### src/rtl/sonic_tx_arbiter.sv
// ============================================================================
// Module   : sonic_tx_arbiter
// Brief    : Round-robin TX/MSI arbiter and TLP mux in front of the PCIe core.
// Revision : 1.0 - initial release
// ============================================================================
`default_nettype none

module sonic_tx_arb_fsm #(
  parameter  int NUM_CLIENTS   = 3,
  parameter  int GRANT_TIMEOUT = 64,
  localparam int IW            = (NUM_CLIENTS > 1) ? $clog2(NUM_CLIENTS) : 1
) (
  input  logic                   clk,
  input  logic                   rst,
  input  logic                   i_init,
  input  logic [NUM_CLIENTS-1:0] i_ready,
  input  logic [NUM_CLIENTS-1:0] i_busy,
  output logic                   o_active,
  output logic [IW-1:0]          o_owner,
  output logic [NUM_CLIENTS-1:0] o_sel
);

  localparam int CW = (GRANT_TIMEOUT > 1) ? $clog2(GRANT_TIMEOUT) : 1;
  localparam logic [CW-1:0] c_CNT_LAST = CW'(GRANT_TIMEOUT - 1);
  localparam logic [IW-1:0] c_LAST_RST = IW'(NUM_CLIENTS - 1);

  typedef enum logic [1:0] {
    S_IDLE  = 2'd0,
    S_GRANT = 2'd1,
    S_OWNED = 2'd2
  } state_t;

  state_t          r_state, w_state_nxt;
  logic [IW-1:0]   r_owner, w_owner_nxt;
  logic [IW-1:0]   r_last, w_last_nxt;
  logic [CW-1:0]   r_cnt, w_cnt_nxt;
  logic [IW-1:0]   w_pick;
  logic            w_any;
  int              w_idx;

  // Rotating scan starting just after the last owner.
  always_comb begin
    w_pick = r_last;
    w_any  = 1'b0;
    w_idx  = 0;
    for (int k = 1; k <= NUM_CLIENTS; k++) begin
      w_idx = int'(r_last) + k;
      if (w_idx >= NUM_CLIENTS) w_idx = w_idx - NUM_CLIENTS;
      if (!w_any && i_ready[w_idx[IW-1:0]]) begin
        w_any  = 1'b1;
        w_pick = w_idx[IW-1:0];
      end
    end
  end

  always_comb begin
    w_state_nxt = r_state;
    w_owner_nxt = r_owner;
    w_last_nxt  = r_last;
    w_cnt_nxt   = r_cnt;
    case (r_state)
      S_IDLE: begin
        if (w_any) begin
          w_state_nxt = S_GRANT;
          w_owner_nxt = w_pick;
          w_cnt_nxt   = '0;
        end
      end
      S_GRANT: begin
        if (i_busy[r_owner]) begin
          w_state_nxt = S_OWNED;
        end else if (!i_ready[r_owner] || (r_cnt == c_CNT_LAST)) begin
          w_state_nxt = S_IDLE;
          w_last_nxt  = r_owner;
        end else begin
          w_cnt_nxt = r_cnt + CW'(1);
        end
      end
      S_OWNED: begin
        if (!i_busy[r_owner]) begin
          w_state_nxt = S_IDLE;
          w_last_nxt  = r_owner;
        end
      end
      default: w_state_nxt = S_IDLE;
    endcase
  end

  always_ff @(posedge clk or posedge rst) begin
    if (rst) begin
      r_state <= S_IDLE;
      r_owner <= '0;
      r_last  <= c_LAST_RST;
      r_cnt   <= '0;
    end else if (i_init) begin
      r_state <= S_IDLE;
      r_owner <= '0;
      r_last  <= c_LAST_RST;
      r_cnt   <= '0;
    end else begin
      r_state <= w_state_nxt;
      r_owner <= w_owner_nxt;
      r_last  <= w_last_nxt;
      r_cnt   <= w_cnt_nxt;
    end
  end

  assign o_active = (r_state != S_IDLE);
  assign o_owner  = r_owner;

  for (genvar i = 0; i < NUM_CLIENTS; i++) begin : g_sel
    assign o_sel[i] = o_active && (r_owner == IW'(i));
  end

endmodule

module sonic_tx_arbiter #(
  parameter  int NUM_CLIENTS   = 3,
  parameter  int GRANT_TIMEOUT = 64,
  localparam int IW            = (NUM_CLIENTS > 1) ? $clog2(NUM_CLIENTS) : 1
) (
  input  logic                       clk_in,
  input  logic                       reset,
  input  logic                       init,
  input  logic [NUM_CLIENTS-1:0]     c_tx_req,
  input  logic [NUM_CLIENTS*128-1:0] c_tx_desc,
  input  logic [NUM_CLIENTS-1:0]     c_tx_dv,
  input  logic [NUM_CLIENTS-1:0]     c_tx_dfr,
  input  logic [NUM_CLIENTS-1:0]     c_tx_err,
  input  logic [NUM_CLIENTS*128-1:0] c_tx_data,
  input  logic [NUM_CLIENTS-1:0]     c_tx_ready,
  input  logic [NUM_CLIENTS-1:0]     c_tx_busy,
  output logic [NUM_CLIENTS-1:0]     c_tx_sel,
  output logic [NUM_CLIENTS-1:0]     c_tx_ack,
  output logic                       c_tx_ws,
  output logic [NUM_CLIENTS-1:0]     c_tx_ready_others,
  input  logic [NUM_CLIENTS-1:0]     c_msi_req,
  input  logic [NUM_CLIENTS-1:0]     c_msi_ready,
  input  logic [NUM_CLIENTS-1:0]     c_msi_busy,
  output logic [NUM_CLIENTS-1:0]     c_msi_sel,
  output logic [NUM_CLIENTS-1:0]     c_msi_ack,
  output logic                       tx_req,
  output logic [127:0]               tx_desc,
  output logic                       tx_dv,
  output logic                       tx_dfr,
  output logic [127:0]               tx_data,
  output logic                       tx_err,
  input  logic                       tx_ack,
  input  logic                       tx_ws,
  output logic                       app_msi_req,
  input  logic                       app_msi_ack
);

  logic                   w_tx_active, w_msi_active;
  logic [IW-1:0]          w_tx_owner, w_msi_owner;
  logic [NUM_CLIENTS-1:0] w_tx_sel, w_msi_sel;

  sonic_tx_arb_fsm #(
    .NUM_CLIENTS  (NUM_CLIENTS),
    .GRANT_TIMEOUT(GRANT_TIMEOUT)
  ) u_tx_fsm (
    .clk     (clk_in),
    .rst     (reset),
    .i_init  (init),
    .i_ready (c_tx_ready),
    .i_busy  (c_tx_busy),
    .o_active(w_tx_active),
    .o_owner (w_tx_owner),
    .o_sel   (w_tx_sel)
  );

  sonic_tx_arb_fsm #(
    .NUM_CLIENTS  (NUM_CLIENTS),
    .GRANT_TIMEOUT(GRANT_TIMEOUT)
  ) u_msi_fsm (
    .clk     (clk_in),
    .rst     (reset),
    .i_init  (init),
    .i_ready (c_msi_ready),
    .i_busy  (c_msi_busy),
    .o_active(w_msi_active),
    .o_owner (w_msi_owner),
    .o_sel   (w_msi_sel)
  );

  assign c_tx_sel  = w_tx_sel;
  assign c_msi_sel = w_msi_sel;
  // Sel already encodes (active && owner==i), so it doubles as the ack route mask.
  assign c_tx_ack  = w_tx_sel & {NUM_CLIENTS{tx_ack}};
  assign c_msi_ack = w_msi_sel & {NUM_CLIENTS{app_msi_ack}};
  assign c_tx_ws   = tx_ws;

  assign tx_req      = w_tx_active & c_tx_req[w_tx_owner];
  assign tx_dv       = w_tx_active & c_tx_dv[w_tx_owner];
  assign tx_dfr      = w_tx_active & c_tx_dfr[w_tx_owner];
  assign tx_err      = w_tx_active & c_tx_err[w_tx_owner];
  assign tx_desc     = w_tx_active ? c_tx_desc[w_tx_owner*128 +: 128] : '0;
  assign tx_data     = w_tx_active ? c_tx_data[w_tx_owner*128 +: 128] : '0;
  assign app_msi_req = w_msi_active & c_msi_req[w_msi_owner];

  for (genvar i = 0; i < NUM_CLIENTS; i++) begin : g_others
    localparam logic [NUM_CLIENTS-1:0] c_SELF = NUM_CLIENTS'(1) << i;
    assign c_tx_ready_others[i] = |(c_tx_busy & ~c_SELF);
  end

endmodule

`default_nettype wire

### config.mk
export PLATFORM = sky130hd
export DESIGN_NAME = sonic_tx_arbiter
export DESIGN_NICKNAME = d
export VERILOG_FILES = /design/src/rtl/sonic_tx_arbiter.sv
export SDC_FILE = /design/constraint.sdc
export NUM_CORES = 1
export LEC_CHECK = 0
export BUFFER_PORTS_ARGS = -buffer_cell sky130_fd_sc_hd__buf_2
export CORE_AREA = 4 4 423 425
export CTS_BUF_LIST = sky130_fd_sc_hd__clkbuf_16
export DETAILED_ROUTE_END_ITERATION = 10
export DIE_AREA = 0 0 427 429
export PLACE_DENSITY_LB_ADDON = 0.1
export SETUP_SLACK_MARGIN = 0.3
export SYNTH_ARGS = -nofsm -noshare
export SYNTH_HDL_FRONTEND = slang
export SYNTH_HIERARCHICAL = 1
export SYNTH_SLANG_ARGS = --single-unit
export TNS_END_PERCENT = 50
### constraint.sdc
create_clock -name clk_in -period 3.6 [get_ports clk_in]
set_input_delay 0.72 -clock clk_in [delete_from_list [all_inputs] [get_ports clk_in]]
set_output_delay 0.72 -clock clk_in [all_outputs]
set_load 0.1 [all_outputs]
==> summary.md <==
| Metric | Value |
|---|---|
| Outcome | completed |
| Final Skew | 0.00252 ns |
| Relative slew slack | 0.469 |
| Mapped Area | roughly 11000 um^2 |
| Antenna-violating nets left | 0 |
| Met3 Track Usage GR | 0.0136 |
| Die Wd | 427 um |
| Crit path kind | register to primary output |
| EDFF count, synth | 0 |
| Leading post-synthesis cells by cell area | mux2i_1, nand3b_1, and2_1 |
| Via count | ~15k |
| Layout Nets | 3229 |
| Clock-pin slew on the worst setup and hold paths | 0.07 ns |
| Commonest non-fill, non-tap cell in the layout | buf_2 |
| Initial DRT Pass Iterations | 7 |
| Max-cap viol count | 0 |
| Worst Path Required | between 2 and 3 ns |
| Most frequent cells in the layout | buf_2, mux2i_1, and2_1 |
| Combinational share of power | 0.952 |
| Crit. End Element | primary output |
| Fill cells | around 21k |
| Placed instance area | about 21000 um^2 |
| Insertion delay to the later sink of the worst-skew pair | approximately 0.27 ns |
| Tmin final | 3.22 ns |
| Row Count | 154 |
| Slew Viols, Final | 0 |
| Net switching power | just under 9 mW |
| HP Class | input port to asynchronous set/reset pin |
| Setup WS post-layout | roughly 0.38 ns |
| Vias in the first global route | 14.8k |
| Non-Filler Instances | ~4.8k |
| Yosys top cell area share | 0.258 |
| Crit start category | register |
| RSZ-0062 raised after global routing | yes |
| CTS tree | built |
| Pwr dens | ~610 nW/um^2 |
| Sequential power share | 0.028 |
| #FFs+latches synth | 24 |
| CTS buffer count | 3 |
| I/O pins | 1078 |
| Critical path's slowest cell | dfrtp_4 |
| Max IR drop VDD | roughly 0.21 mV |
| Total Routed Length | roughly 110 mm |
| Avg WL per Cell | around 23 um |
| Pre-CTS WS | between 0.2 and 0.3 ns |
| Synth Warn # | 6 |
| Placed Cells | ~4.8k |
| Max FO, Critical Path | 77 |
| Async SR Flop Fraction | 1.00 |
| Clock sinks | 24 |
| Total global-route track usage | 0.112 |
| Final setup violation count | 0 |
| FMAX | 0.311 GHz |
| Switching portion of total power | 0.675 |
| Synth Area per Inst | 7.47 um^2 |
| Crit path top cell by count | buf_4 |
| Worst setup path start | u_tx_fsm/o_owner[1] |
| Largest net degree at the start of global routing | a little under 100 |
| Die footprint | 183000 um^2 |
| Core Box Area | approximately 180000 um^2 |
| Most Used Layer, Global Route | met2 |
| Port bufs | ~1.1k |
| H-tree levels | 1 |
| Hpwl dp | around 98 mm |
| Mapped Cells | approximately 1.4k |
| Critical-path cell list | buf_4 > buf_16 > buf_4 > mux2i_1 > o21ai_1 > and2_1 > buf_12 |
| Clock network fraction of total power | 0.021 |
| Cell accounting for the most synthesized area | mux2i_1 |
| DR DRC count | 0 |
| Yosys cell types | 63 |
| Vias/cell | ~3.1 |
| Global route overflow | 0 |
| Worst-Margin Slew | 0.796 ns |
| Period utilisation layout | 0.895 |
| P_leak | between 8 and 9 nW |
| DIE HEIGHT | approximately 430 um |
| Mapped Nets | ~2.2k |
| R2r startpoint | u_tx_fsm/o_owner[1] |
| Fraction of layout cells with a size suffix above 1 | 0.489 |
| Area grow syn2layout | 99.7% |
| First-pass GRT wire length | ~140 mm |
| Finished layout cell area | 21200 um^2 |
| Global placer's final weighted congestion | ~0.9 |
| CTS Buffer Depth | 2 |
| Primary FF master, synth | dfrtp_1 |
| Initial drt markers | ~830 |
| Util after Layout | 0.121 |
| Met2 GRT Util | 0.210 |
| CP peak stage delay | 0.49 ns |
| Final hold violations | 0 |
| Met1 GRT Util | 0.143 |
| CTS root buffer | clkbuf_16 |
| WP data arrival | between 2 and 3 ns |
| Int Pwr | around 4.2 mW |
| Initial Util | 0.0604 |
| Seq/Total Area, Yosys | 0.0569 |
| Initial antenna violation count | just over 60 |
cell families (layout without fill, tap and decap cells):
group / after synthesis / after routing / share of synthesized area
multiplexers: 273 / 273 / 0.258
buffers and inverters: 173 / 1174 / 0.121
AO/OA/AOI/OAI: 325 / 325 / 0.169
other: 0 / 2 / 0
flip-flops: 24 / 24 / 0.0569
adder cells (fa/ha/maj): 8 / 8 / 0.00945
AND/OR/NAND/NOR: 615 / 615 / 0.385
Yosys cell counts (16+ instances only):
library cell,count
and2_1,268
buf_12,24
buf_2,90
clkbuf_1,22
dfrtp_1,22
inv_1,16
mux2i_1,273
nand2_1,16
nand3b_1,263
nor2_1,16
o21ai_0,16
o21ai_1,256
path summary, 6_finish.rpt:
check	slack, ns	depth (start not counted)	end
max	0.38	7	tx_data[69]
min	0.49	2	u_tx_fsm/r_cnt[3]
max reg2reg	0.92	7	u_tx_fsm/r_cnt[5]
min reg2reg	0.50	1	u_msi_fsm/r_cnt[5]
max in group asynchronous	2.70	2	u_tx_fsm/o_owner[1]
min in group clk_in	0.50	1	u_msi_fsm/r_cnt[5]
worst max-delay path: cells and delay by family, from the launching register on:
kind	cells	cell delay, ns
muxes	1	0.25
AOI/OAI and AO/OA	1	0.08
DFF	1	0.49
buffers and inverters	4	1.05
and+or+nand+nor	1	0.20
sequential cells by signal (all words and copies together), names as in the netlist:
| name | flops |
|---|---|
| u_msi_fsm/r_last | 2 |
| u_tx_fsm/o_owner | 2 |
| u_msi_fsm/r_cnt | 6 |
| u_msi_fsm/o_owner | 2 |
| u_tx_fsm/r_last | 2 |
| u_msi_fsm/r_state | 2 |
| u_tx_fsm/r_cnt | 6 |
| u_tx_fsm/r_state | 2 |
power groups by stage:
stage                     clock [mW]  sequential, mW  combinational (mW)
final                          0.267           0.355                12.2
after global routing           0.292           0.364                12.8
after global placement             0           0.387                12.4
after CTS                      0.286           0.358                12.5
after detailed placement           0           0.386                12.4
after floorplan                    0           0.325                8.19
what timing repair did:
item                                   CTS  global route
setup endpoints to repair                9             7
gates resized for setup                  2             1
hold buffers                             0             0
buffers inserted                         5             0
endpoints found under the hold margin    0             0
stage by stage:
stage          TNS [ns]  power [mW]  hold slack (ns)
6_report              0        12.9            0.492
5_1_grt               0        13.4            0.530
4_1_cts               0        13.1            0.488
3_5_place_dp          0        12.8            0.474
3_3_place_gp          0        12.8            0.497
2_1_floorplan   -0.0757        8.52            0.450
layer usage:
| layer | up-vias | routed length, um | share of wire |
|---|---|---|---|
| met5 | - | 56 | 0.00051 |
| li1 | 7071 | - | - |
| met3 | 97 | 5400 | 0.049 |
| met4 | 8 | 685 | 0.0062 |
| met2 | 532 | 57300 | 0.52 |
| met1 | 7112 | 47100 | 0.43 |
area by class of cell:
cell class	instances	area, um^2	share of cell area
multi-input cells	1221	8740	0.413
flip-flops and latches	24	611	0.0289
inverters	17	71.3	0.00337
diodes	2	5.00	0.000237
clock inverters	1	3.75	0.000177
well taps	2340	2930	0.138
repair buffers	1153	8720	0.412
clock buffers	3	75.1	0.00355
(Power assumes the default switching activity.)
